<file path="src/rtl/relu_pkg.sv">
// Shared mode encodings, default element width and lane-slicing helper
// for the relu_stream activation datapath.
package relu_pkg;

  localparam int DATA_SIZE = 8;

  typedef enum logic [1:0] {
    MODE_PASS  = 2'd0,
    MODE_RELU  = 2'd1,
    MODE_LEAKY = 2'd2,
    MODE_CLIP  = 2'd3
  } mode_e;

  // LSB position of a lane inside a packed multi-lane bus.
  function automatic int unsigned lane_lsb(input int unsigned lane, input int unsigned width);
    return lane * width;
  endfunction

endpackage

</file>
<file path="src/rtl/relu_lane.sv">
// Single-element activation, purely combinational (0 cycles, no handshake).
// zeroed_o flags lanes forced to 0 by a negative input or a negative clip bound.
module relu_lane import relu_pkg::*; #(
  parameter int DATA_SIZE  = relu_pkg::DATA_SIZE,
  parameter int LEAK_SHIFT = 3
) (
  input  mode_e                       mode_i,
  input  logic signed [DATA_SIZE-1:0] clip_i,
  input  logic signed [DATA_SIZE-1:0] x_i,
  output logic signed [DATA_SIZE-1:0] y_o,
  output logic                        zeroed_o
);

  logic x_neg;
  logic clip_neg;

  assign x_neg    = x_i[DATA_SIZE-1];
  assign clip_neg = clip_i[DATA_SIZE-1];

  always_comb begin
    y_o      = x_i;
    zeroed_o = 1'b0;
    case (mode_i)
      MODE_RELU: begin
        if (x_neg) begin
          y_o      = '0;
          zeroed_o = 1'b1;
        end
      end
      MODE_LEAKY: begin
        if (x_neg) y_o = x_i >>> LEAK_SHIFT;
      end
      MODE_CLIP: begin
        // A negative bound leaves no legal non-negative output, so every lane collapses to 0.
        if (x_neg || clip_neg) begin
          y_o      = '0;
          zeroed_o = 1'b1;
        end else if (x_i > clip_i) begin
          y_o = clip_i;
        end
      end
      default: ;
    endcase
  end

endmodule

</file>
<file path="src/rtl/relu_stream.sv">
// LANES-wide streaming activation with per-frame zero count; 1-cycle latency, 1 beat/cycle.
// Backpressure absorbed by a one-entry skid register; in_ready is registered (skid empty).
module relu_stream import relu_pkg::*; #(
  parameter int DATA_SIZE  = relu_pkg::DATA_SIZE,
  parameter int LANES      = 4,
  parameter int LEAK_SHIFT = 3,
  parameter int CNT_W      = 16
) (
  input  logic                       clk,
  input  logic                       rst_n,
  input  logic [1:0]                 mode,
  input  logic [DATA_SIZE-1:0]       clip_val,
  input  logic                       in_valid,
  output logic                       in_ready,
  input  logic [LANES*DATA_SIZE-1:0] in_data,
  input  logic                       in_last,
  output logic                       out_valid,
  input  logic                       out_ready,
  output logic [LANES*DATA_SIZE-1:0] out_data,
  output logic                       out_last,
  output logic [CNT_W-1:0]           zero_cnt,
  output logic                       frame_done
);

  localparam int BW    = $clog2(LANES + 1);
  localparam int BUS_W = LANES * DATA_SIZE;

  mode_e                mode_q;
  logic [DATA_SIZE-1:0] clip_q;
  logic                 first_q;
  mode_e                mode_eff;
  logic [DATA_SIZE-1:0] clip_eff;

  logic [BUS_W-1:0] act_dat;
  logic [LANES-1:0] act_zero;
  logic [BW-1:0]    act_cnt;

  logic             out_vld_q, out_vld_d, out_last_q, out_last_d;
  logic [BUS_W-1:0] out_dat_q, out_dat_d;
  logic [BW-1:0]    out_cnt_q, out_cnt_d;
  logic             skid_vld_q, skid_vld_d, skid_last_q, skid_last_d;
  logic [BUS_W-1:0] skid_dat_q, skid_dat_d;
  logic [BW-1:0]    skid_cnt_q, skid_cnt_d;
  logic [CNT_W-1:0] run_cnt_q, run_cnt_d, zero_cnt_q, zero_cnt_d;
  logic             frame_done_q, frame_done_d;

  logic             in_fire, out_fire;
  logic [CNT_W:0]   sum_w;
  logic [CNT_W-1:0] sum_sat;

  // The first beat of a frame uses the live port values; later beats use the held copy.
  assign mode_eff = first_q ? mode_e'(mode) : mode_q;
  assign clip_eff = first_q ? clip_val : clip_q;

  for (genvar i = 0; i < LANES; i++) begin : g_lane
    relu_lane #(
      .DATA_SIZE  (DATA_SIZE),
      .LEAK_SHIFT (LEAK_SHIFT)
    ) u_lane (
      .mode_i   (mode_eff),
      .clip_i   (clip_eff),
      .x_i      (in_data[lane_lsb(i, DATA_SIZE) +: DATA_SIZE]),
      .y_o      (act_dat[lane_lsb(i, DATA_SIZE) +: DATA_SIZE]),
      .zeroed_o (act_zero[i])
    );
  end

  always_comb begin
    act_cnt = '0;
    for (int i = 0; i < LANES; i++) act_cnt = act_cnt + BW'(act_zero[i]);
  end

  assign in_ready = ~skid_vld_q;
  assign in_fire  = in_valid & ~skid_vld_q;
  assign out_fire = out_vld_q & out_ready;
  assign sum_w    = {1'b0, run_cnt_q} + (CNT_W+1)'(out_cnt_q);
  assign sum_sat  = sum_w[CNT_W] ? '1 : sum_w[CNT_W-1:0];

  always_comb begin
    out_vld_d    = out_vld_q;
    out_dat_d    = out_dat_q;
    out_last_d   = out_last_q;
    out_cnt_d    = out_cnt_q;
    skid_vld_d   = skid_vld_q;
    skid_dat_d   = skid_dat_q;
    skid_last_d  = skid_last_q;
    skid_cnt_d   = skid_cnt_q;
    run_cnt_d    = run_cnt_q;
    zero_cnt_d   = zero_cnt_q;
    frame_done_d = 1'b0;

    if (out_fire || !out_vld_q) begin
      if (skid_vld_q) begin
        out_vld_d  = 1'b1;
        out_dat_d  = skid_dat_q;
        out_last_d = skid_last_q;
        out_cnt_d  = skid_cnt_q;
        skid_vld_d = 1'b0;
      end else begin
        out_vld_d = in_fire;
        if (in_fire) begin
          out_dat_d  = act_dat;
          out_last_d = in_last;
          out_cnt_d  = act_cnt;
        end
      end
    end else if (in_fire) begin
      skid_vld_d  = 1'b1;
      skid_dat_d  = act_dat;
      skid_last_d = in_last;
      skid_cnt_d  = act_cnt;
    end

    if (out_fire) begin
      if (out_last_q) begin
        zero_cnt_d   = sum_sat;
        run_cnt_d    = '0;
        frame_done_d = 1'b1;
      end else begin
        run_cnt_d = sum_sat;
      end
    end
  end

  always_ff @(posedge clk or negedge rst_n) begin
    if (!rst_n) begin
      out_vld_q    <= 1'b0;
      out_dat_q    <= '0;
      out_last_q   <= 1'b0;
      out_cnt_q    <= '0;
      skid_vld_q   <= 1'b0;
      skid_dat_q   <= '0;
      skid_last_q  <= 1'b0;
      skid_cnt_q   <= '0;
      run_cnt_q    <= '0;
      zero_cnt_q   <= '0;
      frame_done_q <= 1'b0;
      first_q      <= 1'b1;
      mode_q       <= MODE_PASS;
      clip_q       <= '0;
    end else begin
      out_vld_q    <= out_vld_d;
      out_dat_q    <= out_dat_d;
      out_last_q   <= out_last_d;
      out_cnt_q    <= out_cnt_d;
      skid_vld_q   <= skid_vld_d;
      skid_dat_q   <= skid_dat_d;
      skid_last_q  <= skid_last_d;
      skid_cnt_q   <= skid_cnt_d;
      run_cnt_q    <= run_cnt_d;
      zero_cnt_q   <= zero_cnt_d;
      frame_done_q <= frame_done_d;
      if (in_fire) begin
        first_q <= in_last;
        if (first_q) begin
          mode_q <= mode_e'(mode);
          clip_q <= clip_val;
        end
      end
    end
  end

  assign out_valid  = out_vld_q;
  assign out_data   = out_dat_q;
  assign out_last   = out_last_q;
  assign zero_cnt   = zero_cnt_q;
  assign frame_done = frame_done_q;

endmodule

</file>
<file path="config.mk">
export PLATFORM = sky130hd
export DESIGN_NAME = relu_stream
export DESIGN_NICKNAME = d
export VERILOG_FILES = /design/src/rtl/relu_pkg.sv /design/src/rtl/relu_lane.sv /design/src/rtl/relu_stream.sv
export SDC_FILE = /design/constraint.sdc
export NUM_CORES = 1
export LEC_CHECK = 0
export CORE_ASPECT_RATIO = 0.7
export CORE_MARGIN = 8
export CORE_UTILIZATION = 61
export CTS_BUF_LIST = sky130_fd_sc_hd__clkbuf_16
export CTS_CLUSTER_SIZE = 12
export DETAILED_ROUTE_END_ITERATION = 12
export DONT_BUFFER_PORTS = 1
export GPL_TIMING_DRIVEN = 0
export PLACE_DENSITY_LB_ADDON = 0.2
export SETUP_SLACK_MARGIN = 0.3
export SLEW_MARGIN = 20
export SYNTH_ARGS = -nofsm -noshare
export SYNTH_HDL_FRONTEND = slang
export SYNTH_SLANG_ARGS = --single-unit
</file>
<file path="constraint.sdc">
create_clock -name clk -period 9.75 [get_ports clk]
set_input_delay 1.95 -clock clk [delete_from_list [all_inputs] [get_ports clk]]
set_output_delay 1.95 -clock clk [all_outputs]
set_load 0.03 [all_outputs]
</file>
Yosys cells after proc, flatten, opt, wreduce, memory -nomap -nowiden
Cells that the tools add are included.

Input port bits: 47. Output and inout port bits: 52. Register bits after elaboration: 118. Word-level logic and storage cells: 87.

Equality and inequality tests: 3. $add $sub $neg: 4. Reduce and logical (&&, ||, !) cells: 11. Order comparisons: 4. Muxes and demuxes: 47. Bitwise gates (word level): 4.

Operators with widths (count): $mux 8 (13); $pmux 8 s3 (4); $mux 32 (2); $gt 8x8->1 (4); $mux 16 (2); $mux 7 (4); $add 16x3->17 (1); $mux 1 (15); $pmux 1 s2 (4); $mux 3 (2); $reduce_and 2->1 (3); $logic_or 1x1->1 (5); $eq 2x2->1 const B (2); $reduce_bool 2->1 (2); $add 2x1->3 (1); $add 3x1->3 (1); $add 1x1->2 (1); $and 1x1->1 (2); $eq 2x1->1 const B (1); $mux 2 (1); $not 1->1 (2); $logic_not 1->1 (1).

Depth between registers and ports, before layout
Gate-level depths: netlist (run 1).

Depth in word-level cells: 9. Depth in mapped cells: 11. Depth with buffers taken out: 9.

Modules after synthesis
From an unflattened synthesis (run 1), not the netlist that was laid out.

Cells, all modules: 811. Area, all modules: 7846.3 sq um.

By module, submodules not included: relu_stream (instances 1, seq. area each 2954.1 sq um, area each 5444.0 sq um, cells an instance 475); relu_lane (instances 4, seq. area each 0.0 sq um, area each 600.6 sq um, cells an instance 84).

Worst setup path after synthesis (run 1)
No wires, ideal clock.

Path kind: in2reg. Start: input port clip_val[5]. End: register skid_dat_q[24]. Stages on the path: 9. Arrival time: 4.193 ns. Path slack: 5.454 ns. Buffers on the path: 0. Data required time: 9.646 ns. Cells stage by stage: mux2_2 inv_1 ha_1 a21o_1 a2111oi_0 a211oi_1 nor2_1 mux2_2 o41ai_2.

Cells in the longest elaborated chain, start to end: 5.

RTL lines: from (decl) (line relu_stream.sv:12) `input logic [DATA_SIZE-1:0] clip_val,`; $mux 8; $gt 8x8->1 (line relu_lane.sv:38) `end else if (x_i > clip_i) begin`; $mux 8 (line relu_lane.sv:38); $mux 8 (line relu_lane.sv:35) `if (x_neg || clip_neg) begin`; $pmux 8 s3 (line relu_lane.sv:23) `case (mode_i)`; to (signal assigned) (line relu_stream.sv:147) `skid_dat_q <= skid_dat_d;`; to (decl) (line relu_stream.sv:42) `logic [BUS_W-1:0] skid_dat_q, skid_dat_d;`.

Every way passes these cells. A chain may end at the register's enable or synchronous reset.

Worst setup path in the final report (run 1)
Ends and elaborated chain as after synthesis.

==> run metrics, run 1 <==
status=complete, no violations; fin crit period=4.61 ns; CTS root buf=clkbuf_16; dpl hpwl=19200 um; total grt overflow=0; global-route usage over all layers=31.8%; Max-Cap Viols=0; antenna fix cells=0; r2r setup slk=5.70 ns; RSZ-0062 raised after global routing=false; sequential fraction of design power=39.9%; Worst EP required=10.06 ns; leakage power=3.73 nW; CP endpoint kind=flop; compound-cell area share of the yosys netlist=26.6%; dominant synthesized flop cell=dfrtp_1; total design power=2.16 mW; main combinational cell family by area after synthesis=compound AO/OA/AOI/OAI gates; number of distinct library cells after synthesis=61; routed vias=7406; fin. max-slew vios=0; power per cell area=257 nW/um2; worst-margin pin slew=0.979 ns; YS warnings=0; Mapped Area=7630 um2; Top-Level Pins=99; Worst Skew=0.00926 ns; Max clock buf depth=2; hold_sp=skid_dat_q[1]$_DFFE_PN0P_; simple-gate share of the synthesized area=16.6%; Critical Path AT=4.92 ns; Resized cells post-CTS=0; RR Endpoint=skid_dat_q[24]$_DFFE_PN0P_; DRC=0; CTS Hold Bufs=0; final wirelength=25800 um; Multi-input gate area=4380 um2; Internal=1.25 mW; Synth Area in XOR/XNOR=1.03%; peak supply drop=0.169 mV; fill count=984; register area=2950 um2; CTS buffer count=17; Final Hold Violating Endpoints=0; DRT iter0 DRCs=1091; Post-Synth Adder-Cell Area=7.24%; Rows=34; sw frac=42.0%; Final Setup Violations=0; GPL Wtd Cong=0.951; largest net degree at the start of global routing=119; CTS tree=built; area grow syn2layout=10.3%; Clock power frac=29.1%; post-synth top area share=38.4%; Hold EP=skid_dat_q[1]$_DFFE_PN0P_; initial antenna violation count=0; first-pass GRT wire length=40200 um; Reg clk slew, reported paths=0.06 ns; Die W=150 um; Seq/Total Area, Yosys=38.7%; NetSw=0.909 mW; CTS H-Tree Depth=4; worst r2r src=first_q$_DFFE_PN1P_; EDFF count, synth=0; syn nets=970; crit-path max FO=6; async set-or-reset flop fraction in the synthesized netlist=100%; Sink Count=118; mux cell area share after synthesis=5.77%; HP Class=reg2reg; Avg WL per Cell=24.0 um; area leader, netlist=dfrtp_1; WHS=0.475 ns; setup TNS=0 ns; setup bufs post-CTS=0; hold depth=2; Area contributors post-synth=dfrtp_1 38%, a21oi_1 7.9%, ha_1 6.7%; Cells after Synth=880; Final nets=989; Worst-Skew Late Latency=0.42 ns; PortBufs=0; critical path type=in2reg; average cell area after synthesis=8.67 um2; Slew HR=34.1%; core footprint=12300 um2; via-per-instance ratio=6.90; register bit total from synthesis=118; combinational share of power=31.0%; Die Span Y=110 um; Post-synth top cells=135 x nand2_1, 121 x a21oi_1, 117 x dfrtp_1, 66 x o21ai_0, 56 x nor2_1; ANT nets after route=0; FF-to-FF path depth=10; 1st-pass router iterations=6; share of cells above drive strength 1=9.76%; top-count cell post-synth=nand2_1; final worst-path cycle share=47.3%; number of global-route vias before repair=7167; die area=16400 um2; Fmax achieved=0.217 GHz; initial core utilization=61.9%; Worst Setup Start Kind=input port
[cells in the final DEF, fill, tap and decap left out, types with 10 or more instances in the layout]
cell type  instances
o21ai_0           66
o31ai_1           32
nor2_1            56
nand2_1          135
a21o_1            13
a21oi_1          121
ha_1              41
clkbuf_16         17
a221oi_1          12
inv_1             25
nand3_1           12
and3_1            19
mux2_2            29
dfrtp_1          117
a211oi_1          17
or3_1             13
clkbuf_1          36
a31oi_1           10
[cell type report]
cell class	count	area share [%]
Buffer	50	2.59
Clock buffer	17	5.05
Clock inverter	15	1.81
Inverter	24	1.07
Multi-Input combinational cell	688	52.0
Sequential cell	118	35.1
Tap cell	162	2.41
[worst max-delay path, cell delays in order]
cell	delay [ns]
mux2_2	0.34
inv_1	0.31
ha_1	0.33
a21o_1	0.18
a2111oi_0	0.44
a211oi_1	0.19
nor2_1	0.46
mux2_2	0.43
o41ai_2	0.29
[registers in the layout (all words and copies together) (netlist names), 2 cells and up]
signal and cells:
run_cnt_q 16, skid_cnt_q 3, skid_dat_q 32, mode_q 2, out_cnt_q 3, out_data 32
clip_q 8, zero_cnt 16
[kinds of logic after synthesis]
family	count (synthesis)
simple gates	274
flops	118
fa+ha+maj	43
buf+inv	74
xor+xnor	9
compound gates	322
mux	40
[power by group through the flow]
stage	combinational (mW)	sequential [mW]	clock (mW)
after detailed placement	0.642	0.873	0
final	0.670	0.864	0.629
after global placement	0.614	0.864	0
after CTS	0.650	0.865	0.627
after floorplan	0.470	0.835	0
after global routing	0.736	0.882	0.650
[routing by layer]
metal / GRT usage (%) / vias to the layer above / wire length, um
met4: 9.52 / 0 / 499
met5: 0 / - / 0
met2: 45.7 / 501 / 10900
met1: 43.8 / 3577 / 10900
li1: - / 3276 / -
met3: 12.3 / 52 / 3490
[worst max path at each step]
stage                      startpoint                          to
after global routing      clip_val[5]  skid_dat_q[24]$_DFFE_PN0P_
after global placement    clip_val[7]   skid_dat_q[2]$_DFFE_PN0P_
final                     clip_val[5]  skid_dat_q[24]$_DFFE_PN0P_
after CTS                 clip_val[5]  skid_dat_q[24]$_DFFE_PN0P_
after detailed placement  clip_val[5]  skid_dat_q[24]$_DFFE_PN0P_
after floorplan           clip_val[5]  skid_dat_q[24]$_DFFE_PN0P_
[stage by stage]
step / setup slack (ns) / utilization, % / cells / instance area [um2]
after floorplan: 5.45 / - / 880 / 7630
after global placement: 4.67 / 63.5 / 1042 / 7840
after detailed placement: 4.92 / 63.5 / 1042 / 7840
after CTS: 5.30 / 68.2 / 1074 / 8420
after global routing: 5.00 / 68.2 / 1074 / 8420
final: 5.14 / 68.2 / 1074 / 8420
(Power assumes the default switching activity.)
==> inputs of run 2 (changes only) <==
- clock period: 9.75 -> 4.4 ns (I/O delays scaled with it)
==> run metrics, run 2 (same netlist as run 1, synthesis figures left out) <==
critical path type=reg2reg; Slew HR=34.1%; Sink Count=118; Final Hold Violating Endpoints=0; via-per-instance ratio=6.91; Rows=34; Critical Path AT=4.20 ns; initial core utilization=61.9%; most common cell after layout, fill and taps aside=nand2_1; GPL Wtd Cong=0.951; first-pass GRT wire length=40200 um; Fmax achieved=0.257 GHz; WP buf/inv=2; Worst Skew=0.00873 ns; most used cell, CP=mux2_2; dpl hpwl=19200 um; PortBufs=0; RSZ-0062 raised after global routing=false; DRC=0; routed vias=7421; commonest cells after routing, fill and taps aside=135 x nand2_1, 121 x a21oi_1, 117 x dfrtp_1; pre-CTS setup slack=0.578 ns; fill count=983; status=complete, no violations; share of cells above drive strength 1=9.87%; core footprint=12300 um2; r2r setup slk=0.51 ns; power per cell area=569 nW/um2; fin crit period=3.89 ns; Worst Setup Start Kind=flop; fin. max-slew vios=0; largest delay contributor family on the critical path=compound AO/OA/AOI/OAI gates; CTS Hold Bufs=0; ANT nets after route=0; crit-path max FO=10; HP Class=in2async; number of global-route vias before repair=7167; final worst-path cycle share=88.5%; die area=16400 um2; CP endpoint kind=flop; DRT iter0 DRCs=1100; Die W=150 um; Reg clk slew, reported paths=0.06 ns; global-route usage over all layers=31.8%; setup ws final=0.507 ns; largest net degree at the start of global routing=119; 1st-pass router iterations=8; Max clock buf depth=2; Worst EP required=4.71 ns; CTS tree=built; worst-margin pin slew=0.980 ns; Avg WL per Cell=24.1 um; Max stage delay cell, worst path=dfstp_2; Die Span Y=110 um; antenna fix cells=0; leakage power=3.73 nW; total grt overflow=0; Max-Cap Viols=0; area grow syn2layout=10.3%; Final nets=989; final wirelength=25800 um; Top-Level Pins=99; CTS H-Tree Depth=4; peak supply drop=0.373 mV; CTS buffer count=17; CP max stage delay=0.56 ns; Final Setup Violations=0; initial antenna violation count=0; setup TNS=0 ns; critical path, cell by cell=buf_2 > mux2_2 > inv_1 > ha_1 > a21o_1 > a2111oi_0 > a211oi_1 > nor2_2 > mux2_2 > o41ai_2; CTS root buf=clkbuf_16; Worst-Skew Late Latency=0.42 ns
run 2: what timing repair did:
item / CTS / global route
setup endpoints to repair: 0 / 2
setup buffers: 0 / 0
resized for setup: 0 / 1
run 2: power breakdown:
part / switching [mW] / total [mW] / internal (mW) / leakage, nW
Clock: 0.558 / 1.39 / 0.836 / 0.280
Sequential: 0.525 / 1.91 / 1.39 / 1.51
Combinational: 0.934 / 1.49 / 0.552 / 1.94
run 2: path summary, 6_finish.rpt:
kind	from	endpoint	cells past startpoint
max	first_q$_DFFE_PN1P_	skid_dat_q[24]$_DFFE_PN0P_	10
min	rst_n	clip_q[4]$_DFFE_PN0P_	0
max reg2reg	first_q$_DFFE_PN1P_	skid_dat_q[24]$_DFFE_PN0P_	10
min reg2reg	skid_dat_q[1]$_DFFE_PN0P_	skid_dat_q[1]$_DFFE_PN0P_	2
max in group asynchronous	rst_n	run_cnt_q[3]$_DFFE_PN0P_	0
min in group clk	skid_dat_q[1]$_DFFE_PN0P_	skid_dat_q[1]$_DFFE_PN0P_	2
run 2: metrics by stage:
stage / instances / power (mW) / hold slack, ns / area (um2) / utilization, %
CTS: 1074 / 4.75 / 0.148 / 8420 / 68.2
finish: 1074 / 4.79 / 0.152 / 8420 / 68.3
global route: 1074 / 5.03 / 0.145 / 8420 / 68.3
detailed placement: 1042 / 3.36 / 0.459 / 7840 / 63.5
global placement: 1042 / 3.28 / 0.452 / 7840 / 63.5
floorplan: 880 / 2.89 / 0.440 / 7630 / -
run 2: cell type report:
cell class	instances	area, um2	area share [%]
clock inverter	15	153	1.81
multi-input combinational	688	4380	52.0
clock buffer	17	425	5.05
sequential	118	2950	35.1
inverter	24	90.1	1.07
tap	162	203	2.41
buffer	50	218	2.59
run 2: per-layer routing:
metal | global-route usage, % | vias to the layer above | part of all wire (%)
met3 | 12.3 | 54 | 14
met4 | 9.52 | 0 | 1.9
met1 | 43.8 | 3586 | 42
met2 | 45.7 | 507 | 42
met5 | 0 | - | 0
li1 | - | 3274 | -
==> inputs of run 3 (changes only) <==
- GPL_ROUTABILITY_DRIVEN: not set -> 0
- SYNTH_HIERARCHICAL: not set -> 1
- TNS_END_PERCENT: not set -> 10
==> run metrics, run 3 <==
status=complete, no violations; Area contributors post-synth=dfrtp_1 37%, mux2_2 8.2%, ha_1 6.5%; CTS H-Tree Depth=4; Met2 Routed Length=9510 um; most common cell after layout, fill and taps aside=dfrtp_1; routed vias=6678; dominant synthesized flop cell=dfrtp_1; register bit total from synthesis=118; top routing layer in use=met4; RSZ-0062 raised after global routing=false; initial core utilization=62.7%; CTS Hold Bufs=0; commonest cells after routing, fill and taps aside=117 x dfrtp_1, 90 x a21oi_1, 84 x nor2_1; peak supply drop=0.399 mV; YS warnings=6; Final Hold Violating Endpoints=0; Final nets=920; area leader, netlist=dfrtp_1; number of distinct library cells after synthesis=65; fin. max-slew vios=0; total grt overflow=0; first-pass GRT wire length=34300 um; routed wl met3=2490 um; Rows=34; power per cell area=590 nW/um2; Final Setup Violations=0; Post-synth top cells=117 x dfrtp_1, 90 x a21oi_1, 84 x nor2_1, 57 x mux2_2, 48 x inv_1; HP Class=in2async; setup TNS=0 ns; top-count cell post-synth=dfrtp_1; met1 wire length=9190 um; largest net degree at the start of global routing=119; Avg WL per Cell=21.5 um; die area=16800 um2; Critical Path AT=3.72 ns; global-route usage over all layers=25.7%; Worst Skew=0.0120 ns; CTS buffer count=17; Mapped Area=7850 um2; area grow syn2layout=9.90%; worst-margin pin slew=0.724 ns; total design power=5.09 mW; DRT iter0 DRCs=947; fill count=968; crit-path max FO=10; final worst-path cycle share=78.1%; Worst Setup Start Kind=flop; Die W=152 um; Top-Level Pins=99; number of global-route vias before repair=6391; critical path type=reg2reg; EDFF count, synth=0; 1st-pass router iterations=6; post-synth top area share=37.3%; Slew HR=51.7%; dpl hpwl=15600 um; Worst EP required=4.68 ns; DRC=0; async set-or-reset flop fraction in the synthesized netlist=100%; syn nets=901; Cells after Synth=811; Fmax achieved=0.291 GHz; share of cells above drive strength 1=19.0%; Die Span Y=111 um; CTS root buf=clkbuf_16; core footprint=12500 um2; initial antenna violation count=1; via-per-instance ratio=6.64; final wirelength=21600 um; Resized cells post-CTS=0; Reg clk slew, reported paths=0.06 ns; Max clock buf depth=2; Max-Cap Viols=0; fin crit period=3.44 ns; average cell area after synthesis=9.67 um2; setup bufs post-CTS=0; Worst-Skew Late Latency=0.42 ns; Seq/Total Area, Yosys=37.6%; ANT nets after route=0; CP endpoint kind=flop; leakage power=3.76 nW; Sink Count=118; PortBufs=0; CTS tree=built
-- run 3: cell types whose count changed after synthesis, moves of 27 or more --
cell and change:
a21oi_1 -31, mux2_2 +28, mux2i_1 +27, nand2_1 -96, nand4_1 +28, nor2_1 +28, o21ai_0 -50, o31ai_1 -30
-- run 3: power by group --
group	internal (mW)	leakage, nW	switching, mW
registers	1.44	1.44	0.539
logic	0.712	2.05	1.06
clock network	0.789	0.269	0.555
-- run 3: final timing paths --
path,startpoint,cells after the start,slack (ns),to
min in group clk,run_cnt_q[2]$_DFFE_PN0P_,2,0.50,run_cnt_q[2]$_DFFE_PN0P_
min,rst_n,0,0.16,skid_dat_q[8]$_DFFE_PN0P_
max reg2reg,first_q$_DFFE_PN1P_,10,0.96,out_data[0]$_DFFE_PN0P_
min reg2reg,run_cnt_q[2]$_DFFE_PN0P_,2,0.50,run_cnt_q[2]$_DFFE_PN0P_
max in group asynchronous,rst_n,0,3.97,first_q$_DFFE_PN1P_
max,first_q$_DFFE_PN1P_,10,0.96,out_data[0]$_DFFE_PN0P_
-- run 3: stage by stage --
stage / instance area [um2] / util, % / std cells / setup slack [ns] / hold WS, ns
3_5_place_dp: 8050 / 64.4 / 973 / 1.06 / 0.485
4_1_cts: 8620 / 68.9 / 1005 / 1.03 / 0.151
2_1_floorplan: 7850 / - / 811 / 1.43 / 0.454
3_3_place_gp: 8050 / 64.4 / 973 / 1.07 / 0.474
5_1_grt: 8620 / 68.9 / 1006 / 0.828 / 0.144
6_report: 8620 / 68.9 / 1006 / 0.962 / 0.164
-- run 3: area by class of cell --
class,instances,area (um2),area share (%)
multi-input combinational,607,4530,52.5
sequential,118,2950,34.3
clock buffer,17,425,4.93
tap,162,203,2.35
buffer,38,186,2.16
inverter,48,180,2.09
clock inverter,15,146,1.70
antenna,1,2.50,0.0290
-- run 3: cell families (layout without fill, tap and decap cells) --
group | after synthesis | in the layout | share of synthesized area (%)
muxes | 94 | 94 | 12.9
other | 0 | 1 | 0
DFF | 118 | 118 | 37.6
AOI/OAI and AO/OA | 223 | 223 | 20.3
xor gates and xnor gates | 9 | 9 | 1.00
adders and majority gates | 43 | 43 | 7.05
and+or+nand+nor | 238 | 238 | 16.5
buffers and inverters | 86 | 118 | 4.67
-- run 3: layer usage --
layer  vias up  track usage [%]
met5         -                0
met4         0             8.66
li1       3032                -
met1      3278             35.3
met2       321             36.8
met3        47             8.93
-- run 3: critical path, stage by stage, from the launching register on --
cell and delay, ns:
dfstp_2 0.53, clkbuf_1 0.45, mux2_2 0.47, inv_1 0.09, ha_1 0.40, nand4_1 0.23, o211a_1 0.38, o211ai_1 0.20
nand3_1 0.15, mux2i_1 0.27, a21oi_1 0.11
